## src/rtl/dds_pkg.sv

```systemverilog
// Shared definitions for the DDS frequency-sweep controller: opcodes, payload
// layout, sweep configuration record and FSM state encodings.
package dds_pkg;

    localparam logic [7:0] CMD_TONE  = 8'hFD;
    localparam logic [7:0] CMD_SWEEP = 8'hFE;

    localparam int SWEEP_PAYLOAD_LEN = 14;
    localparam int SWEEP_DWELL_W     = 24;

    localparam int OFF_MODE  = 0;
    localparam int OFF_START = 1;
    localparam int OFF_STEP  = 5;
    localparam int OFF_COUNT = 9;
    localparam int OFF_DWELL = 11;

    localparam int MODE_EN_BIT   = 0;
    localparam int MODE_RPT_BIT  = 1;
    localparam int MODE_DOWN_BIT = 2;

    typedef struct packed {
        logic [31:0]              start_word;
        logic [31:0]              step_word;
        logic [15:0]              count;
        logic [SWEEP_DWELL_W-1:0] dwell;
        logic                     rpt;
        logic                     down;
    } sweep_cfg_t;

    typedef enum logic [1:0] {
        R_IDLE,
        R_RECV,
        R_APPLY
    } rx_state_t;

    typedef enum logic {
        S_IDLE,
        S_DWELL
    } sw_state_t;

endpackage

```

## src/rtl/dds_sweep_engine.sv

```systemverilog
// Sweep engine: steps the DDS frequency word through one or more passes,
// holding each value for the configured dwell and strobing every new word.
module dds_sweep_engine
    import dds_pkg::*;
#(
    parameter logic [31:0] DEFAULT_FREQ = 32'd21474836,
    parameter int          DWELL_W      = 24
) (
    input  logic        clk,
    input  logic        rst_n,
    input  logic        apply_i,
    input  logic        enable_i,
    input  sweep_cfg_t  cfg_i,
    output logic [31:0] fre_word_o,
    output logic        fre_update_o,
    output logic        sweep_active_o,
    output logic        sweep_done_o
);

    sw_state_t            state_q, state_d;
    sweep_cfg_t           cfg_q, cfg_d;
    logic [31:0]          fre_word_q, fre_word_d;
    logic                 fre_update_q, fre_update_d;
    logic                 active_q, active_d;
    logic                 done_q, done_d;
    logic [15:0]          step_idx_q, step_idx_d;
    logic [DWELL_W-1:0]   dwell_cnt_q, dwell_cnt_d;
    logic [SWEEP_DWELL_W-1:0] dwell_ld;

    always_ff @(posedge clk or negedge rst_n) begin
        if (!rst_n) begin
            state_q      <= S_IDLE;
            cfg_q        <= '0;
            fre_word_q   <= DEFAULT_FREQ;
            fre_update_q <= 1'b0;
            active_q     <= 1'b0;
            done_q       <= 1'b0;
            step_idx_q   <= '0;
            dwell_cnt_q  <= '0;
        end else begin
            state_q      <= state_d;
            cfg_q        <= cfg_d;
            fre_word_q   <= fre_word_d;
            fre_update_q <= fre_update_d;
            active_q     <= active_d;
            done_q       <= done_d;
            step_idx_q   <= step_idx_d;
            dwell_cnt_q  <= dwell_cnt_d;
        end
    end

    always_comb begin
        state_d      = state_q;
        cfg_d        = cfg_q;
        fre_word_d   = fre_word_q;
        fre_update_d = 1'b0;
        active_d     = active_q;
        done_d       = 1'b0;
        step_idx_d   = step_idx_q;
        dwell_cnt_d  = dwell_cnt_q;
        // A zero dwell would stall the counter reload, so it runs as one cycle.
        dwell_ld     = (cfg_i.dwell == '0) ? SWEEP_DWELL_W'(1) : cfg_i.dwell;

        if (apply_i) begin
            if (enable_i) begin
                cfg_d        = cfg_i;
                cfg_d.dwell  = dwell_ld;
                fre_word_d   = cfg_i.start_word;
                fre_update_d = 1'b1;
                step_idx_d   = '0;
                dwell_cnt_d  = DWELL_W'(dwell_ld - SWEEP_DWELL_W'(1));
                active_d     = 1'b1;
                state_d      = S_DWELL;
            end else begin
                active_d = 1'b0;
                state_d  = S_IDLE;
            end
        end else if (state_q == S_DWELL) begin
            if (dwell_cnt_q != '0) begin
                dwell_cnt_d = dwell_cnt_q - DWELL_W'(1);
            end else if (step_idx_q != cfg_q.count) begin
                fre_word_d   = cfg_q.down ? (fre_word_q - cfg_q.step_word)
                                          : (fre_word_q + cfg_q.step_word);
                step_idx_d   = step_idx_q + 16'd1;
                dwell_cnt_d  = DWELL_W'(cfg_q.dwell - SWEEP_DWELL_W'(1));
                fre_update_d = 1'b1;
            end else begin
                done_d = 1'b1;
                if (cfg_q.rpt) begin
                    fre_word_d   = cfg_q.start_word;
                    fre_update_d = 1'b1;
                    step_idx_d   = '0;
                    dwell_cnt_d  = DWELL_W'(cfg_q.dwell - SWEEP_DWELL_W'(1));
                end else begin
                    active_d = 1'b0;
                    state_d  = S_IDLE;
                end
            end
        end
    end

    assign fre_word_o     = fre_word_q;
    assign fre_update_o   = fre_update_q;
    assign sweep_active_o = active_q;
    assign sweep_done_o   = done_q;

endmodule

```

## src/rtl/dds_sweep_ctrl.sv

```systemverilog
// Command-bus front end for the sweep engine: receives the sweep packet into a
// payload buffer and hands the decoded configuration over on completion.
module dds_sweep_ctrl
    import dds_pkg::*;
#(
    parameter logic [7:0]  CMD_TYPE     = CMD_SWEEP,
    parameter int          PAYLOAD_LEN  = SWEEP_PAYLOAD_LEN,
    parameter logic [31:0] DEFAULT_FREQ = 32'd21474836,
    parameter int          DWELL_W      = SWEEP_DWELL_W
) (
    input  logic        clk,
    input  logic        rst_n,
    input  logic [7:0]  cmd_type,
    input  logic [15:0] cmd_length,
    input  logic [7:0]  cmd_data,
    input  logic [15:0] cmd_data_index,
    input  logic        cmd_start,
    input  logic        cmd_data_valid,
    input  logic        cmd_done,
    output logic        cmd_ready,
    output logic [31:0] fre_word,
    output logic        fre_update,
    output logic        sweep_active,
    output logic        sweep_done
);

    rx_state_t              rstate_q, rstate_d;
    logic                   cmd_ready_q;
    logic [7:0]             payload_q [PAYLOAD_LEN];
    logic [PAYLOAD_LEN-1:0] byte_we;
    logic                   wr_en;
    logic                   apply;
    sweep_cfg_t             sweep_cfg;
    logic                   unused_ok;

    always_ff @(posedge clk or negedge rst_n) begin
        if (!rst_n) begin
            rstate_q    <= R_IDLE;
            cmd_ready_q <= 1'b1;
        end else begin
            rstate_q    <= rstate_d;
            cmd_ready_q <= (rstate_d != R_APPLY);
        end
    end

    always_comb begin
        rstate_d = rstate_q;
        case (rstate_q)
            R_IDLE:  if (cmd_start && (cmd_type == CMD_TYPE)) rstate_d = R_RECV;
            R_RECV:  if (cmd_done) rstate_d = R_APPLY;
            R_APPLY: rstate_d = R_IDLE;
            default: rstate_d = R_IDLE;
        endcase
    end

    // A byte arriving together with cmd_done is still in R_RECV, so it lands.
    assign wr_en = (rstate_q == R_RECV) && cmd_data_valid
                   && (cmd_data_index < 16'(PAYLOAD_LEN));

    for (genvar gi = 0; gi < PAYLOAD_LEN; gi++) begin : g_byte_we
        assign byte_we[gi] = wr_en && (cmd_data_index == 16'(gi));
    end

    always_ff @(posedge clk or negedge rst_n) begin
        if (!rst_n) begin
            for (int i = 0; i < PAYLOAD_LEN; i++) payload_q[i] <= '0;
        end else begin
            for (int i = 0; i < PAYLOAD_LEN; i++) begin
                if (byte_we[i]) payload_q[i] <= cmd_data;
            end
        end
    end

    always_comb begin
        sweep_cfg.start_word = {payload_q[OFF_START], payload_q[OFF_START+1],
                                payload_q[OFF_START+2], payload_q[OFF_START+3]};
        sweep_cfg.step_word  = {payload_q[OFF_STEP], payload_q[OFF_STEP+1],
                                payload_q[OFF_STEP+2], payload_q[OFF_STEP+3]};
        sweep_cfg.count      = {payload_q[OFF_COUNT], payload_q[OFF_COUNT+1]};
        sweep_cfg.dwell      = {payload_q[OFF_DWELL], payload_q[OFF_DWELL+1],
                                payload_q[OFF_DWELL+2]};
        sweep_cfg.rpt        = payload_q[OFF_MODE][MODE_RPT_BIT];
        sweep_cfg.down       = payload_q[OFF_MODE][MODE_DOWN_BIT];
    end

    assign apply     = (rstate_q == R_APPLY);
    assign cmd_ready = cmd_ready_q;
    assign unused_ok = ^{cmd_length, payload_q[OFF_MODE][7:3]};

    dds_sweep_engine #(
        .DEFAULT_FREQ (DEFAULT_FREQ),
        .DWELL_W      (DWELL_W)
    ) u_engine (
        .clk            (clk),
        .rst_n          (rst_n),
        .apply_i        (apply),
        .enable_i       (payload_q[OFF_MODE][MODE_EN_BIT]),
        .cfg_i          (sweep_cfg),
        .fre_word_o     (fre_word),
        .fre_update_o   (fre_update),
        .sweep_active_o (sweep_active),
        .sweep_done_o   (sweep_done)
    );

endmodule
```

## config.mk

```make
export PLATFORM = sky130hd
export DESIGN_NAME = dds_sweep_ctrl
export DESIGN_NICKNAME = d
export VERILOG_FILES = /design/src/rtl/dds_pkg.sv /design/src/rtl/dds_sweep_engine.sv /design/src/rtl/dds_sweep_ctrl.sv
export SDC_FILE = /design/constraint.sdc
export NUM_CORES = 1
export LEC_CHECK = 0
export BUFFER_PORTS_ARGS = -buffer_cell sky130_fd_sc_hd__buf_4
export CAP_MARGIN = 20
export CORE_UTILIZATION = 25
export DETAILED_ROUTE_END_ITERATION = 12
export PLACE_DENSITY = 0.42
export SETUP_SLACK_MARGIN = 0.1
export SLEW_MARGIN = 20
export SYNTH_ARGS = -nofsm -noshare
export SYNTH_HDL_FRONTEND = slang
export SYNTH_SLANG_ARGS = --single-unit
```

## constraint.sdc

```tcl
create_clock -name clk -period 6.7 [get_ports clk]
set_clock_uncertainty 0.1 [all_clocks]
set_input_delay 0.335 -clock clk [delete_from_list [all_inputs] [get_ports clk]]
set_output_delay 0.335 -clock clk [all_outputs]
set_load 0.005 [all_outputs]
```

==> metrics, run 1 <==
Crit Path Max Fanout=6; Root Driver=clkbuf_16; GRT Util Overall=14.4%; Worst-path clk slew=~0.06 ns; setup ws final=1.70 ns; arrival time at the worst endpoint=5.30 ns; Max VDD drop=0.118 mV; Mapped Cells=1397; port buffer count=72; first-pass GRT wire length=around 67000 µm; DR DRC count=10; Max Clk Rate=200 MHz; initial drt markers=671; DP Wirelength=27600 µm; hold path cells=5; io pins=89; Main synth FF type=dfrtp_1; Worst-Skew Late Latency=0.54 ns; #FFs+latches synth=292; Final min period=5.00 ns; CTS Hold Bufs=2; min-delay src=cmd_type[2]; Syn-to-layout area delta=17.6%; Yosys top cell by area=dfrtp_1; Final Cell Area=roughly 18000 µm²; Lkg Pwr=just over 8 nW; commonest cells after routing, fill and taps aside=dfrtp_1 (279), mux2_2 (211), nand2_1 (97); RR Endpoint=u_engine.fre_word_o[30]; Final Cycle Share=74.6%; CTS Buffer Depth=3; Die Y=247 µm; Avg Cell Area, Syn=10.8 µm²; GPL Wtd Cong=between 0.8 and 0.9; TritonRoute pass-1 iters=9; final core occ=29.9%; wire per inst=19.0 µm; share of cells above drive strength 1=26.9%; core area=59200 µm²; final setup TNS=0 ns; top cell type's share of synthesized area=about 46%; TritonCTS Buffers=36; met2 routed wirelength=19700 µm; worst reg2reg path depth=19; fin. max-slew vios=0; Post-synth EDFFs=0; leading cell type in the layout, fill and taps excluded=dfrtp_1; worst hold endpoint=rstate_q[0]; sequential fraction of the synthesis area=between 40 and 50%; non-filler cells, final=between 2000 and 2500; Cell Pwr Density=218 nW/µm²; RSZ-0062 raised after global routing=no; fraction of registers with async set/reset=between 90% and 100%; Routed Wire Length=42900 µm; failing checks=design-rule violations; Fin. Hold Viols=0; top sig layer=met5; drt via density=4.78; initial antenna violation count=5; Post-CTS Setup Inserts=0; max_cap viols=0; antenna violation net count after detailed routing=0; CP Launch Type=flip-flop; Worst Hold Class=in2reg; metal3 WL=1750 µm; pin count of the biggest net entering global routing=109; ranking of synthesized cells by area=dfrtp_1 (46%), mux2_2 (16%), xnor2_1 (4.4%); critical path required time=7.00 ns; synthesized area=15000 µm²; CP endpoint kind=flip-flop; M1 WL=20600 µm; row cnt=89; Vias=10800; H-tree depth reported by CTS=2; Ys Warns=0; die width=247 µm; Power Total=3.86 mW; clock sink total=between 200 and 300; pre-CTS setup slack=1.69 ns; Rel. slew slack=27.6%; Worst-Margin Slew=approximately 1.1 ns; Final nets=1543; Final Setup Violations=0; setup slack, reg-to-reg=1.70 ns; count of cell types in the netlist=75; CTS tree=done; vias in the first global route=10800; die area=61100 µm²; dpl cells=2187; post-CTS sizing=0; Crit Path Category=reg2reg; Syn Nets=roughly 1500; DP Area=16400 µm²; outcome=finished with violations; Initial Util=25.4%; worst r2r src=u_engine.cfg_q[42]; grt ovf=0; Worst Hold Slack=between 0.08 and 0.09 ns
==> how the worst max path moves through the flow <==
stage / endpoint / cells past startpoint / from
after floorplan: u_engine.fre_word_o[30] / 17 / u_engine.cfg_q[44]
after global placement: u_engine.fre_word_o[30] / 19 / u_engine.cfg_q[42]
after detailed placement: u_engine.fre_word_o[30] / 19 / u_engine.cfg_q[42]
after CTS: u_engine.fre_word_o[30] / 19 / u_engine.cfg_q[42]
after global routing: u_engine.fre_word_o[30] / 19 / u_engine.cfg_q[42]
final: u_engine.fre_word_o[30] / 19 / u_engine.cfg_q[42]
==> flip-flops by register name, indices dropped and copies added (netlist names) <==
name,count
rstate_q,2
u_engine.sweep_active_o,1
payload_q,107
u_engine.sweep_done_o,1
cmd_ready,1
u_engine.step_idx_q,16
u_engine.dwell_cnt_q,24
u_engine.state_q,1
u_engine.fre_update_o,1
u_engine.cfg_q,106
u_engine.fre_word_o,32
==> synthesized netlist by cell type, drive strengths merged, types with 3 or more instances <==
cell type,count
and3,12
a221oi,8
nor3,21
a21o,10
inv,46
and2,10
nor4,38
dfrtp,279
nand2,100
or2,4
o31a,6
ha,34
a211o,4
o22ai,8
nand3,22
o211ai,14
xnor2,76
xor2,16
nand4,16
mux2i,5
a211oi,4
o31ai,18
nand2b,24
nor2b,10
nor2,95
a31oi,12
dfstp,13
or3,3
nand3b,4
a21oi,87
mux2,211
buf,20
clkbuf,47
o21ai,88
==> layer usage <==
layer  vias to the layer above  track usage [%]
met4                         2             3.48
met3                        50             2.59
met5                         -                0
met1                      5408             20.1
met2                       202             23.0
li1                       5131                -
==> power by group <==
group,internal [mW],switching [mW],leakage [nW]
Combinational,0.0210,0.0715,3.68
Clock,1.23,0.766,0.608
Sequential,1.76,0.0000704,4.03
Total,3.02,0.838,8.32
==> worst max-delay path, stage by stage (launching register included) <==
cell and delay [ns]:
dfrtp_1 0.43, inv_1 0.08, ha_1 0.18, nand2_1 0.09, nor4_1 0.38, nand2_1 0.20
nor4_1 0.54, a21oi_1 0.17, xnor2_1 0.25, ha_1 0.34, and3_1 0.21, nand4_1 0.15
nor2_1 0.06, o2111a_1 0.18, o41a_1 0.42, a32o_1 0.32, o41a_1 0.33, a21oi_2 0.15
xor2_1 0.19, o22ai_1 0.10
==> final cells by class <==
cell class                 count  area (µm²)
fill                        6052       41600
sequential                   292        7320
multi-input combinational    992        7310
clock buffer                  52        1080
tap                          773         967
timing repair buffer          87         686
inverter                      46         173
clock inverter                12         138
antenna                        2        5.00
==> logic make-up (layout without fill, tap and decap cells) <==
group / count (synthesis) / count (layout) / share of synthesized area [%]
AND/OR/NAND/NOR: 368 / 368 / 12.4
adder cells (fa/ha/maj): 35 / 35 / 2.96
XOR/XNOR: 92 / 92 / 5.36
multiplexers: 216 / 216 / 16.1
other: 0 / 2 / 0
flip-flops: 292 / 292 / 48.7
buffers and inverters: 113 / 197 / 2.95
AO/OA/AOI/OAI: 281 / 281 / 11.5
Note: power is estimated with default switching activity, not from simulation.
==> run 2: changes to the inputs <==
--- a/config.mk
+++ b/config.mk
@@ -5,11 +5,12 @@
 export SDC_FILE = /design/constraint.sdc
 export NUM_CORES = 1
 export LEC_CHECK = 0
+export ABC_AREA = 1
 export BUFFER_PORTS_ARGS = -buffer_cell sky130_fd_sc_hd__buf_4
 export CAP_MARGIN = 20
 export CORE_UTILIZATION = 25
 export DETAILED_ROUTE_END_ITERATION = 12
-export PLACE_DENSITY = 0.42
+export PLACE_DENSITY = 0.41
 export SETUP_SLACK_MARGIN = 0.1
 export SLEW_MARGIN = 20
 export SYNTH_ARGS = -nofsm -noshare
==> constraint.sdc (replaced) <==
create_clock -name clk -period 4.85 [get_ports clk]
set_clock_uncertainty 0.1 [all_clocks]
set_input_delay 0.2425 -clock clk [delete_from_list [all_inputs] [get_ports clk]]
set_output_delay 0.2425 -clock clk [all_outputs]
set_load 0.005 [all_outputs]
==> run 2 against run 1 <==
Compared with the run above: the run now ends clean; die area rose by 6.9%; synthesized area is 7.0% higher; register-to-register slack lost 0.96 ns; sequential power grew 39%; routed wire length rose by 19%; global-route usage increased by 1.4 points; maximum frequency up 22%; largest power group unchanged; sequential share of layout area is 2.1 points lower; flip-flop and latch count did not move; clock power rose by 39%.
==> metrics, run 2 <==
outcome=completed; RSZ-0062 raised after global routing=no; Final Cycle Share=84.7%; Syn Nets=2210; GPL Wtd Cong=0.830; ranking of synthesized cells by area=dfrtp_1 (43%), nand2_1 (15%), o21ai_0 (7.4%); Routed Wire Length=a little over 50000 µm; Crit Path Category=reg2reg; Worst-path clk slew=around 0.05 ns; max_cap viols=0; Final Setup Violations=0; row cnt=92; top-count cell post-synth=nand2_1; fin. max-slew vios=0; leading cell type in the layout, fill and taps excluded=nand2_1; non-filler cells, final=between 3000 and 4000; #FFs+latches synth=slightly below 300; CP endpoint kind=flip-flop; Vias=13800; die width=256 µm; Filler cells=7002; Avg Cell Area, Syn=7.58 µm²; pre-CTS setup slack=0.763 ns; worst r2r src=u_engine.cfg_q[42]; Worst-Margin Slew=1.04 ns; top cell type's share of synthesized area=43.4%; Yosys top cell by area=dfrtp_1; setup slack, reg-to-reg=0.74 ns; grt ovf=0; setup ws final=0.743 ns; arrival time at the worst endpoint=around 4.5 ns; worst reg2reg path depth=19; TritonRoute pass-1 iters=5; CTS Buffer Depth=3; synthesized area=between 15000 and 20000 µm²; synth cell count leaders=nand2_1 (661), dfrtp_1 (279), o21ai_0 (239); sequential fraction of the synthesis area=approximately 46%; pin count of the biggest net entering global routing=112; share of cells above drive strength 1=about 8.5%; Power Total=about 5.3 mW; vias in the first global route=13500; Final min period=4.11 ns; Max Clk Rate=243 MHz; Root Driver=clkbuf_16; largest reg by FF count=payload_q; core area=63300 µm²; Final nets=2250; critical path required time=5.24 ns; Die Y=256 µm; Largest register FFs=107; CP Launch Type=flip-flop; Main synth FF type=dfrtp_1; count of cell types in the netlist=44; Fin. Hold Viols=0; Worst Hold Class=in2async; Post-synth EDFFs=0; Ys Warns=0; initial drt markers=1068; drt via density=4.54; wire per inst=16.8 µm; Max VDD drop=0.181 mV; Rel. slew slack=30.9%; dpl cells=2965; DR DRC count=0; DP Wirelength=35500 µm; io pins=89; final setup TNS=0 ns; H-tree depth reported by CTS=2; first-pass GRT wire length=80700 µm; Mapped Cells=2122; CTS tree=done; post-CTS sizing=0; fraction of registers with async set/reset=100%; die area=65400 µm²; Syn-to-layout area delta=15.8%; Worst-Skew Late Latency=0.56 ns; commonest cells after routing, fill and taps aside=nand2_1 (659), dfrtp_1 (279), o21ai_0 (239); GRT Util Overall=15.8%; initial antenna violation count=1; clock sink total=292; antenna violation net count after detailed routing=0; RR Endpoint=u_engine.fre_word_o[31]; Initial Util=25.4%; TritonCTS Buffers=38; Crit Path Max Fanout=7; port buffer count=~70; Lkg Pwr=9.07 nW; Cell Pwr Density=287 nW/µm²
## run 2: power breakdown
group | internal (mW) | total [mW] | switching (mW)
Combinational | 0.0294 | 0.130 | 0.100
Sequential | 2.44 | 2.44 | 0.0000742
Clock | 1.65 | 2.78 | 1.13
Total | 4.11 | 5.35 | 1.23
## run 2: layer usage
| metal | track usage [%] | routed length (µm) | vias up |
|---|---|---|---|
| met1 | 23.4 | 26000 | 6501 |
| met2 | 23.9 | 22000 | 274 |
| li1 | - | - | 6955 |
| met3 | 2.58 | 2350 | 56 |
| met4 | 3.33 | 816 | 2 |
| met5 | 0 | 13 | - |
## run 2: worst max-delay path by stage
| stage | from | endpoint | slack [ns] | depth (start not counted) |
|---|---|---|---|---|
| 2_1_floorplan | u_engine.cfg_q[42] | u_engine.fre_word_o[31] | 1.76 | 19 |
| 3_3_place_gp | u_engine.cfg_q[42] | u_engine.fre_word_o[31] | 0.71 | 19 |
| 3_5_place_dp | u_engine.cfg_q[42] | u_engine.fre_word_o[31] | 0.76 | 19 |
| 4_1_cts | u_engine.cfg_q[42] | u_engine.fre_word_o[31] | 0.72 | 19 |
| 5_1_grt | u_engine.cfg_q[42] | u_engine.fre_word_o[31] | 0.27 | 19 |
| 6_report | u_engine.cfg_q[42] | u_engine.fre_word_o[31] | 0.74 | 19 |
## run 2: layout make-up
cell class              count  area [µm²]  area share, %
diodes                      1        2.50         0.0134
clock buffers              52        1060           5.71
clock inverters            15         145          0.779
inverters                 205         769           4.13
multi-input cells        1535        7550           40.5
flip-flops and latches    292        7320           39.3
well taps                 846        1060           5.68
repair buffers             90         719           3.86
## run 2: kinds of logic (layout without fill, tap and decap cells)
| logic type | count (synthesis) | count (layout) | share of synthesized area, % |
|---|---|---|---|
| simple gates | 1042 | 1042 | 27.4 |
| compound gates | 383 | 383 | 12.5 |
| buf+inv | 295 | 362 | 7.70 |
| flops | 292 | 292 | 45.5 |
| xor+xnor | 75 | 75 | 4.08 |
| fa+ha+maj | 35 | 35 | 2.77 |
| other cells | 0 | 1 | 0 |
## run 2: per-stage QoR
step                      area (µm²)  utilization [%]  hold WS, ns
after detailed placement       17400             27.5        0.307
final                          18600             29.4        0.246
after global routing           18600             29.4        0.262
after CTS                      18600             29.4        0.209
after global placement         17400             27.5        0.302
after floorplan                16100                -       -0.153
## run 2: timing repair
| action | CTS | global route |
|---|---|---|
| hold endpoints to repair | 106 | 0 |
| hold buffers | 3 | 0 |
| buffers inserted | 0 | 0 |
## run 2: critical path, stage by stage, from the launching register on
cell and delay [ns]:
dfrtp_1 0.40, inv_1 0.10, ha_1 0.18, nand3_1 0.11
nand3b_1 0.19, nor2_1 0.22, nand4_1 0.18, nand3b_1 0.23
o21ai_0 0.28, o21ai_0 0.17, xnor2_1 0.39, ha_1 0.39
nand4_1 0.15, nor2_1 0.07, a21oi_1 0.14, nand3_1 0.08
a31oi_1 0.34, xnor2_1 0.16, nand2_1 0.08, nand2_1 0.08
==> run 3: changes to the inputs <==
--- a/config.mk
+++ b/config.mk
@@ -10,7 +10,7 @@
 export CAP_MARGIN = 20
 export CORE_UTILIZATION = 25
 export DETAILED_ROUTE_END_ITERATION = 12
-export PLACE_DENSITY = 0.41
+export PLACE_DENSITY = 0.43
 export SETUP_SLACK_MARGIN = 0.1
 export SLEW_MARGIN = 20
 export SYNTH_ARGS = -nofsm -noshare
==> constraint.sdc (replaced) <==
create_clock -name clk -period 3.4 [get_ports clk]
set_clock_uncertainty 0.1 [all_clocks]
set_input_delay 0.17 -clock clk [delete_from_list [all_inputs] [get_ports clk]]
set_output_delay 0.17 -clock clk [all_outputs]
set_load 0.005 [all_outputs]
==> run 3 against run 2 <==
Compared with the run above: the run now ends with negative setup slack left; critical endpoint is now u_engine.fre_word_o[24]; first-iteration DRC count shrank 7.6%; routed wire length is 5.9% higher; worst setup slack worse by 0.91 ns; clock power grew 49%.
==> metrics, run 3 (same netlist as run 2, synthesis figures left out) <==
worst reg2reg path depth=20; crit path to=u_engine.fre_word_o[24]; pin count of the biggest net entering global routing=between 90 and 100; setup ws final=-0.167 ns; Syn-to-layout area delta=30.2%; Cell Pwr Density=around 370 nW/µm²; Lkg Pwr=10.1 nW; DR DRC count=0; CP endpoint kind=flip-flop; io pins=89; RSZ-0062 raised after global routing=yes; GPL Wtd Cong=around 0.85; Root Driver=clkbuf_16; CP Launch Type=flip-flop; first-pass GRT wire length=84800 µm; Crit Path Max Fanout=4; wire per inst=17.0 µm; Max VDD drop=between 0.3 and 0.4 mV; Worst Hold Class=in2async; max incr delay on CP=between 0.3 and 0.4 ns; Fin. Hold Viols=0; Die Y=256 µm; drt via density=4.58; max_cap viols=0; Worst-path clk slew=~0.06 ns; row cnt=92; arrival time at the worst endpoint=3.96 ns; Crit-path slowest cell=dfrtp_1; met2 routed wirelength=23800 µm; Crit Path Category=reg2reg; worst r2r src=u_engine.cfg_q[43]; metal3 WL=2150 µm; initial drt markers=987; port buffer count=72; fin. max-slew vios=0; TritonCTS Buffers=38; failing checks=negative setup slack; grt ovf=0; M1 WL=27500 µm; H-tree depth reported by CTS=2; DP Wirelength=38100 µm; initial antenna violation count=3; Worst Hold Slack=between 0.08 and 0.09 ns; Filler cells=between 6000 and 7000; Max Clk Rate=280 MHz; Largest register FFs=about 110; setup slack, reg-to-reg=-0.17 ns; Power Total=7.80 mW; GRT Util Overall=16.5%; core area=63300 µm²; Worst-Skew Late Latency=0.57 ns; Initial Util=roughly 25%; Vias=14600; dpl cells=3093; critical path required time=3.80 ns; antenna violation net count after detailed routing=0; CTS Buffer Depth=3; leading cell type in the layout, fill and taps excluded=nand2_1; vias in the first global route=14200; largest reg by FF count=payload_q; die width=256 µm; crit path from=u_engine.cfg_q[43]; outcome=finished with violations; critical path cell sequence=inv_2 -> buf_4 -> nand3_2 -> nor3_2 -> nand2_1 -> inv_1 -> nand4_1 -> nor2_1 -> nor2_2 -> nor2_4 -> xnor2_2 -> inv_2 -> ha_4 -> nand2_8 -> nor2_4 -> nand2_1 -> o211ai_1 -> xor2_1 -> nand2_1 -> a21oi_1; commonest cells after routing, fill and taps aside=nand2_1 (624), dfrtp_1 (279), buf_4 (230); final core occ=about 33%; non-filler cells, final=3190; Worst-Margin Slew=0.905 ns; Final nets=2404; Final Cycle Share=105%; most frequent CP cell=nand2_1; die area=65400 µm²; Final min period=3.57 ns; top sig layer=met4; share of cells above drive strength 1=22.3%; clock sink total=292; Routed Wire Length=54200 µm; Rel. slew slack=39.6%; Final Setup Violations=10; TritonRoute pass-1 iters=7; CTS tree=done; RR Endpoint=u_engine.fre_word_o[24]
-- run 3: layer usage --
metal | up-vias | GRT usage, %
met5 | - | 0
met4 | 0 | 3.24
met3 | 57 | 2.26
met2 | 294 | 25.2
met1 | 7002 | 24.7
li1 | 7263 | -
-- run 3: critical path: cells and delay by family, from the launching register on --
kind / cells / cell delay (ns)
AO/OA/AOI/OAI: 2 / 0.48
XOR/XNOR: 2 / 0.37
adder cells (fa/ha/maj): 1 / 0.34
buffers and inverters: 4 / 0.34
flip-flops: 1 / 0.38
AND/OR/NAND/NOR: 11 / 1.48
-- run 3: per-stage QoR --
stage                     setup TNS (ns)  worst slack [ns]  instance area [µm²]
final                             -0.809            -0.167                20900
after global routing               -4.03            -0.347                20900
after CTS                         -0.457            -0.116                20200
after detailed placement           -3.60            -0.409                18300
after global placement             -2.89            -0.354                18300
after floorplan                        0             0.309                16100
-- run 3: report_power, final --
part,switching (mW),internal [mW]
clock,1.63,2.51
combinational,0.143,0.0450
sequential,0.000107,3.48
-- run 3: what timing repair did --
action	4_1_cts	5_1_grt
setup endpoints to repair	19	25
hold buffers	3	0
setup buffers	14	12
gates resized for setup	114	144
pin swaps	34	49
hold endpoints to repair	92	0
-- run 3: layout make-up --
| type | count | area [µm²] | share of cell area (%) |
|---|---|---|---|
| clock buffers | 52 | 1100 | 5.27 |
| clock inverters | 15 | 179 | 0.854 |
| multi-input cells | 1535 | 8590 | 41.0 |
| well taps | 846 | 1060 | 5.05 |
| flip-flops and latches | 292 | 7320 | 35.0 |
| inverters | 205 | 772 | 3.69 |
| repair buffers | 244 | 1910 | 9.12 |
| diodes | 1 | 2.50 | 0.0119 |
-- run 3: worst min path at each step --
| stage | depth (start not counted) | slack, ns | to |
|---|---|---|---|
| global placement | 1 | 0.17 | u_engine.cfg_q[8] |
| floorplan | 0 | -0.23 | payload_q[0] |
| detailed placement | 1 | 0.18 | u_engine.dwell_cnt_q[7] |
| finish | 2 | 0.09 | u_engine.dwell_cnt_q[6] |
| global route | 2 | 0.16 | u_engine.cfg_q[7] |
| CTS | 5 | 0.13 | payload_q[44] |
